[src/rtl/trig_cond_pkg.sv]
// Shared types and defaults for the trigger input conditioner.
// The state enum is exported so the bench and the debug port use one encoding.
package trig_cond_pkg;

  localparam int FW_DEF       = 8;
  localparam int HW_DEF       = 16;
  localparam int GLITCH_CNT_W = 16;
  localparam logic [GLITCH_CNT_W-1:0] GLITCH_CNT_MAX = '1;

  typedef enum logic [1:0] {
    LOW    = 2'd0,
    QUAL_H = 2'd1,
    HIGH   = 2'd2,
    QUAL_L = 2'd3
  } state_t;

endpackage

[src/rtl/trigger_input_conditioner_if.sv]
// Signal bundle between the trigger pin logic and the conditioner.
// Glitch_Cnt exists only when TRIG_COND_GLITCH_CNT_EN is defined.
interface trigger_input_conditioner_if
  import trig_cond_pkg::*;
#(
  parameter int FW = FW_DEF,
  parameter int HW = HW_DEF
);
  // No valid/ready handshake: every input is a level sampled on each clock,
  // Filt_Len/Holdoff_Len are quasi-static, outputs are registered levels/pulses.
  logic          Trig_Raw;
  logic          Cond_EN;
  logic [FW-1:0] Filt_Len;
  logic [HW-1:0] Holdoff_Len;
  logic          Trig_Clean;
  logic          Rise_Pulse;
  logic          Fall_Pulse;
  logic          Holdoff_Busy;
  state_t        dbg_state;
`ifdef TRIG_COND_GLITCH_CNT_EN
  logic [GLITCH_CNT_W-1:0] Glitch_Cnt;

  modport master (
    output Trig_Raw, Cond_EN, Filt_Len, Holdoff_Len,
    input  Trig_Clean, Rise_Pulse, Fall_Pulse, Holdoff_Busy, dbg_state, Glitch_Cnt
  );
  modport slave (
    input  Trig_Raw, Cond_EN, Filt_Len, Holdoff_Len,
    output Trig_Clean, Rise_Pulse, Fall_Pulse, Holdoff_Busy, dbg_state, Glitch_Cnt
  );
`else
  modport master (
    output Trig_Raw, Cond_EN, Filt_Len, Holdoff_Len,
    input  Trig_Clean, Rise_Pulse, Fall_Pulse, Holdoff_Busy, dbg_state
  );
  modport slave (
    input  Trig_Raw, Cond_EN, Filt_Len, Holdoff_Len,
    output Trig_Clean, Rise_Pulse, Fall_Pulse, Holdoff_Busy, dbg_state
  );
`endif
endinterface

[src/rtl/trig_sync2.sv]
// Two-flop synchronizer for the asynchronous trigger pin, with a synchronous
// clear so a disabled conditioner restarts from a known-low history.
module trig_sync2 (
  input  logic Clock,
  input  logic Reset_n,
  input  logic clr,
  input  logic d,
  output logic q
);
  logic [1:0] ff;

  always_ff @(posedge Clock or negedge Reset_n) begin
    if (!Reset_n) begin
      ff <= '0;
    end else if (clr) begin
      ff <= '0;
    end else begin
      ff <= {ff[0], d};
    end
  end

  assign q = ff[1];
endmodule

[src/rtl/trigger_input_conditioner.sv]
// Synchronizes, glitch-filters and holds off the external trigger pin.
// Define TRIG_COND_GLITCH_CNT_EN to add the saturating rejected-glitch counter.
module trigger_input_conditioner
  import trig_cond_pkg::*;
#(
  parameter int FW = FW_DEF,
  parameter int HW = HW_DEF
) (
  input  logic Clock,
  input  logic Reset_n,
  trigger_input_conditioner_if.slave bus
);
  logic          s;
  logic          en;
  state_t        state, state_nxt;
  logic [FW-1:0] qcnt;
  logic [HW-1:0] hcnt;
  logic          busy;
  logic          qual_done;
  logic          accept_rise, accept_fall, reject;
  logic          rise_q, fall_q;

  assign en = bus.Cond_EN;

  trig_sync2 u_sync (
    .Clock   (Clock),
    .Reset_n (Reset_n),
    .clr     (!en),
    .d       (bus.Trig_Raw),
    .q       (s)
  );

  assign busy        = (hcnt != '0);
  // >= lets a Filt_Len lowered mid-qualification accept on the next edge.
  assign qual_done   = (qcnt >= bus.Filt_Len);
  assign accept_rise = (state == QUAL_H) &&  s && qual_done;
  assign accept_fall = (state == QUAL_L) && !s && qual_done;
  assign reject      = ((state == QUAL_H) && !s) || ((state == QUAL_L) && s);

  always_ff @(posedge Clock or negedge Reset_n) begin
    if (!Reset_n) begin
      state <= LOW;
    end else if (!en) begin
      state <= LOW;
    end else begin
      state <= state_nxt;
    end
  end

  always_comb begin
    state_nxt = state;
    unique case (state)
      LOW:     if (s && !busy) state_nxt = QUAL_H;
      QUAL_H:  if (!s) state_nxt = LOW;
               else if (qual_done) state_nxt = HIGH;
      HIGH:    if (!s && !busy) state_nxt = QUAL_L;
      QUAL_L:  if (s) state_nxt = HIGH;
               else if (qual_done) state_nxt = LOW;
      default: state_nxt = LOW;
    endcase
  end

  always_comb begin
    bus.Trig_Clean = (state == HIGH) || (state == QUAL_L);
    bus.dbg_state  = state;
  end

  // qcnt idles at 0 in the stable states, so entering qualification starts at 0.
  always_ff @(posedge Clock or negedge Reset_n) begin
    if (!Reset_n) begin
      qcnt <= '0;
    end else if (!en || state == LOW || state == HIGH) begin
      qcnt <= '0;
    end else if (!qual_done) begin
      qcnt <= qcnt + 1'b1;
    end
  end

  always_ff @(posedge Clock or negedge Reset_n) begin
    if (!Reset_n) begin
      hcnt <= '0;
    end else if (!en) begin
      hcnt <= '0;
    end else if (accept_rise || accept_fall) begin
      hcnt <= bus.Holdoff_Len;
    end else if (busy) begin
      hcnt <= hcnt - 1'b1;
    end
  end

  always_ff @(posedge Clock or negedge Reset_n) begin
    if (!Reset_n) begin
      rise_q <= 1'b0;
      fall_q <= 1'b0;
    end else begin
      rise_q <= en && accept_rise;
      fall_q <= en && accept_fall;
    end
  end

  assign bus.Rise_Pulse   = rise_q;
  assign bus.Fall_Pulse   = fall_q;
  assign bus.Holdoff_Busy = busy;

`ifdef TRIG_COND_GLITCH_CNT_EN
  logic [GLITCH_CNT_W-1:0] glitch_cnt;

  always_ff @(posedge Clock or negedge Reset_n) begin
    if (!Reset_n) begin
      glitch_cnt <= '0;
    end else if (!en) begin
      glitch_cnt <= '0;
    end else if (reject && glitch_cnt != GLITCH_CNT_MAX) begin
      glitch_cnt <= glitch_cnt + 1'b1;
    end
  end

  assign bus.Glitch_Cnt = glitch_cnt;
`else
  logic unused_reject;
  assign unused_reject = reject;
`endif
endmodule

[src/flat_wrapper.sv]
// flat-port wrapper written by rule: the top's interface ports become plain ports
module trigger_input_conditioner_flat import trig_cond_pkg::*;
#(
  parameter int FW = FW_DEF,
  parameter int HW = HW_DEF
)
  (Clock, Reset_n, bus_Trig_Raw, bus_Cond_EN, bus_Filt_Len, bus_Holdoff_Len, bus_Trig_Clean, bus_Rise_Pulse, bus_Fall_Pulse, bus_Holdoff_Busy, bus_dbg_state);
  trigger_input_conditioner_if #(.FW(FW), .HW(HW)) bus_i ();
  input  logic Clock;
  input  logic Reset_n;
  input wire logic [$bits(bus_i.Trig_Raw)-1:0] bus_Trig_Raw;
  input wire logic [$bits(bus_i.Cond_EN)-1:0] bus_Cond_EN;
  input wire logic [$bits(bus_i.Filt_Len)-1:0] bus_Filt_Len;
  input wire logic [$bits(bus_i.Holdoff_Len)-1:0] bus_Holdoff_Len;
  output wire logic [$bits(bus_i.Trig_Clean)-1:0] bus_Trig_Clean;
  output wire logic [$bits(bus_i.Rise_Pulse)-1:0] bus_Rise_Pulse;
  output wire logic [$bits(bus_i.Fall_Pulse)-1:0] bus_Fall_Pulse;
  output wire logic [$bits(bus_i.Holdoff_Busy)-1:0] bus_Holdoff_Busy;
  output wire logic [$bits(bus_i.dbg_state)-1:0] bus_dbg_state;
  assign bus_i.Trig_Raw = bus_Trig_Raw;
  assign bus_i.Cond_EN = bus_Cond_EN;
  assign bus_i.Filt_Len = bus_Filt_Len;
  assign bus_i.Holdoff_Len = bus_Holdoff_Len;
  assign bus_Trig_Clean = bus_i.Trig_Clean;
  assign bus_Rise_Pulse = bus_i.Rise_Pulse;
  assign bus_Fall_Pulse = bus_i.Fall_Pulse;
  assign bus_Holdoff_Busy = bus_i.Holdoff_Busy;
  assign bus_dbg_state = bus_i.dbg_state;
  trigger_input_conditioner #(.FW(FW), .HW(HW)) u_core (.Clock(Clock), .Reset_n(Reset_n), .bus(bus_i));
endmodule
[config.mk]
export PLATFORM = sky130hd
export DESIGN_NAME = trigger_input_conditioner_flat
export DESIGN_NICKNAME = d
export VERILOG_FILES = /design/src/rtl/trig_cond_pkg.sv /design/src/rtl/trigger_input_conditioner_if.sv /design/src/rtl/trig_sync2.sv /design/src/rtl/trigger_input_conditioner.sv /design/src/flat_wrapper.sv
export SDC_FILE = /design/constraint.sdc
export NUM_CORES = 1
export LEC_CHECK = 0
export CORE_AREA = 2 2 62 64
export DETAILED_ROUTE_END_ITERATION = 10
export DIE_AREA = 0 0 64 66
export GPL_ROUTABILITY_DRIVEN = 0
export HOLD_SLACK_MARGIN = 0.06
export PLACE_DENSITY = 0.86
export SLEW_MARGIN = 20
export SYNTH_ARGS = -nofsm -noshare
export SYNTH_HDL_FRONTEND = slang
export SYNTH_SLANG_ARGS = --single-unit
[constraint.sdc]
create_clock -name Clock -period 4.9 [get_ports Clock]
set_input_delay 0.735 -clock Clock [delete_from_list [all_inputs] [get_ports Clock]]
set_output_delay 0.735 -clock Clock [all_outputs]
set_load 0.05 [all_outputs]
==> metrics.md <==
| Metric | Value |
|---|---|
| Starting Density | `53.3%` |
| Max-slew violations | `0` |
| GRT Resource Usage Total | `21.2%` |
| Pre-antenna DRT Iters | `4` |
| Switching pwr | `354 uW` |
| Worst Setup Path Type | `reg -> out` |
| TritonCTS Buffers | `5` |
| Io pins | `34` |
| Final setup TNS | `0 ns` |
| Vias in the first global route | `1542` |
| Crit. End Element | `output port` |
| Pre-CTS WS | `1.67 ns` |
| Routed vias/inst | `5.81` |
| Cell area power density | `397 nW/um2` |
| Worst Path Required | `4.16 ns` |
| Asr flop ratio synth | `100%` |
| Max cap viols | `0` |
| Share of power burned in registers | `37.6%` |
| Util after Layout | `64.6%` |
| Final setup violation count | `0` |
| Crit start category | `flop` |
| Hold Fails Final Rpt | `0` |
| I/O Buffers | `33` |
| Worst Hold Class | `reg -> reg` |
| Status | `finished clean` |
| Initial antenna violation count | `0` |
| Antenna fix cells | `0` |
| Final period util | `67.1%` |
| Hpwl dp | `2.87 mm` |
| Postcts setup bufs | `0` |
| Remaining DRCs | `0` |
| Synth cell types | `44` |
| Max Clock Skew | `0.00548 ns` |
| Reg-to-reg slack, setup | `2.36 ns` |
| Clk_lat worst skew | `0.33 ns` |
| WP data arrival | `2.55 ns` |
| RSZ-0062 raised after global routing | `no` |
| Slew margin rel. | `51.7%` |
| Register area share after synthesis | `39.7%` |
| CTS H-tree lvls | `2` |
| PostCTS Resize Cnt | `0` |
| Max Freq | `304 MHz` |
| Slowest stage delay, CP | `0.72 ns` |
| EDFF count, synth | `0` |
| Internal | `557 uW` |
| CP max-delay cell | `clkdlybuf4s50_1` |
| Synth Flop Type | `dfrtp_1` |
| Worst path cell trace | `or4_4 -> and4b_1 -> inv_1 -> clkdlybuf4s50_1` |
| Post-synth net total | `247` |
| Largest net degree at the start of global routing | `31` |
| Minimum clock period | `3.29 ns` |
| Max FO, Critical Path | `5` |
| Layout cells sized above 1 | `7.14%` |
| Root Driver | `clkbuf_4` |
| Syn-to-layout area delta | `21.2%` |
| Clock Power Share | `16.8%` |
| DR WL/cell | `13.9 um` |
| Reg clk slew, reported paths | `0.09 ns` |
| VDD IR max | `0.000252 V` |
| Num rows | `22` |
| Switching share of power | `38.9%` |
| Die area | `4220 um2` |
| DIE HEIGHT | `66 um` |
| Cts hold-fix bufs | `0` |
| Detailed Route WL | `3.96 mm` |
| Post-route setup slack | `1.61 ns` |
| DR vias | `1662` |
| Synthesized area per cell | `9.10 um2` |
| CTS max path bufs | `2` |
| Fin nets | `276` |
| Finished Cell Area | `2290 um2` |
| Yosys top cell area share | `39.7%` |
| Yosys reg bits | `30` |
| Syn. warnings | `0` |
| Main area contributors after synthesis | `dfrtp_1 40%, ha_1 7.3%, a21oi_1 5.0%` |
| Pleak | `0.992 nW` |
| Post-Syn Area | `1890 um2` |
| DP Area | `2230 um2` |
| Drt initial violations | `104` |
| Post-synth top area cell | `dfrtp_1` |
| Core Area | `3550 um2` |
| Comb pwr share | `45.6%` |
| First-pass GRT wire length | `6.96 mm` |
| CTS tree | `built` |
| Clock Sink Count | `30` |
| Syn Inst Count | `208` |
| Worst-Margin Slew | `0.724 ns` |
| DIE WIDTH | `64 um` |
| Final ANT Viol Nets | `0` |
| Grt total ovfl | `0` |
## stage by stage
stage / hold WS, ns / instances / power (mW)
after floorplan: 0.434 / 208 / 0.663
after global placement: 0.453 / 278 / 0.747
after detailed placement: 0.477 / 278 / 0.757
after CTS: 0.502 / 286 / 0.911
after global routing: 0.512 / 286 / 0.978
final: 0.498 / 286 / 0.912
## Yosys cell counts, drive strengths merged (2+ instances only)
cell type and number:
xnor2 5, o21ai 11, o211ai 6, and3 3
clkbuf 8, nand4 2, nor2 8, or3 5
or4 4, o22ai 2, buf 4, nor4b 3
ha 11, mux2i 2, nor4 3, o31ai 4
dfrtp 30, nand2 14, o2bb2ai 5, nand3 12
xor2 9, nor3 7, and2 4, a21oi 20
inv 15
## cells in the final DEF (no fill, tap or decap), types with 2 or more instances in the layout
cell and instances:
and3_1 2, nand2_1 14, inv_1 15, or3_1 4
nor4b_1 3, clkbuf_4 5, xnor2_1 5, o21ai_0 11
o211ai_1 6, mux2i_1 2, nor4_1 3, or4_1 3
a21oi_1 19, xor2_1 9, clkdlybuf4s50_1 33, o2bb2ai_1 5
o22ai_1 2, dfrtp_1 30, nand3_1 12, nor3_1 6
and2_1 4, nand4_1 2, nor2_1 8, o31ai_1 4
ha_1 11
## layer usage
metal  vias up  part of all wire, %  global-route usage, %
met4         0                 0.96                   7.07
met2        56                   46                   31.4
met5         -                    0                      0
met1       797                   46                   31.2
li1        805                    -                      -
met3         4                  6.6                   3.58
## critical path, delay by kind of cell (launching register included)
family | cells | cell delay, ns
DFF | 1 | 0.43
and+or+nand+nor | 2 | 0.95
buffers and inverters | 2 | 0.84
## state kept, by name, indices dropped and copies added (netlist names)
signal                 count
u_core.bus.Fall_Pulse      1
u_core.bus.Rise_Pulse      1
u_core.bus.dbg_state       2
u_core.hcnt               16
u_core.qcnt                8
u_core.u_sync.ff           2
## power by group through the flow
stage	Combinational (mW)	Clock, mW	Sequential, mW
floorplan	0.327	0	0.336
finish	0.416	0.153	0.342
detailed placement	0.412	0	0.346
global placement	0.402	0	0.345
CTS	0.414	0.156	0.341
global route	0.460	0.169	0.349
## kinds of logic (layout without fill, tap and decap cells)
logic type	Yosys count	in the layout	synth area share, %
buffers and inverters	27	57	5.95
AO/OA/AOI/OAI	54	54	18.1
multiplexers	2	2	1.06
flip-flops	30	30	39.7
XOR/XNOR	14	14	6.48
adder cells (fa/ha/maj)	11	11	7.28
AND/OR/NAND/NOR	70	70	21.4
## final timing paths
| path | depth (start not counted) | from | to |
|---|---|---|---|
| max | 4 | u_core.hcnt[8]$_DFFE_PN0P_ | bus_Holdoff_Busy |
| min | 1 | u_core.u_sync.ff[0]$_DFF_PN0_ | u_core.u_sync.ff[1]$_DFF_PN0_ |
| max reg2reg | 7 | u_core.qcnt[0]$_DFFE_PN0P_ | u_core.qcnt[7]$_DFFE_PN0P_ |
| min reg2reg | 1 | u_core.u_sync.ff[0]$_DFF_PN0_ | u_core.u_sync.ff[1]$_DFF_PN0_ |
| max in group asynchronous | 2 | Reset_n | u_core.hcnt[0]$_DFFE_PN0P_ |
| min in group asynchronous | 2 | Reset_n | u_core.hcnt[9]$_DFFE_PN0P_ |
## layout make-up
type	count	area, um2
Clock buffer	7	55.1
Fill cell	297	1260
Clock inverter	1	5.00
Tap cell	48	60.1
Inverter	15	56.3
Timing Repair Buffer	34	338
Sequential cell	30	751
Multi-Input combinational cell	151	1030
Note: power is estimated with default switching activity, not from simulation.
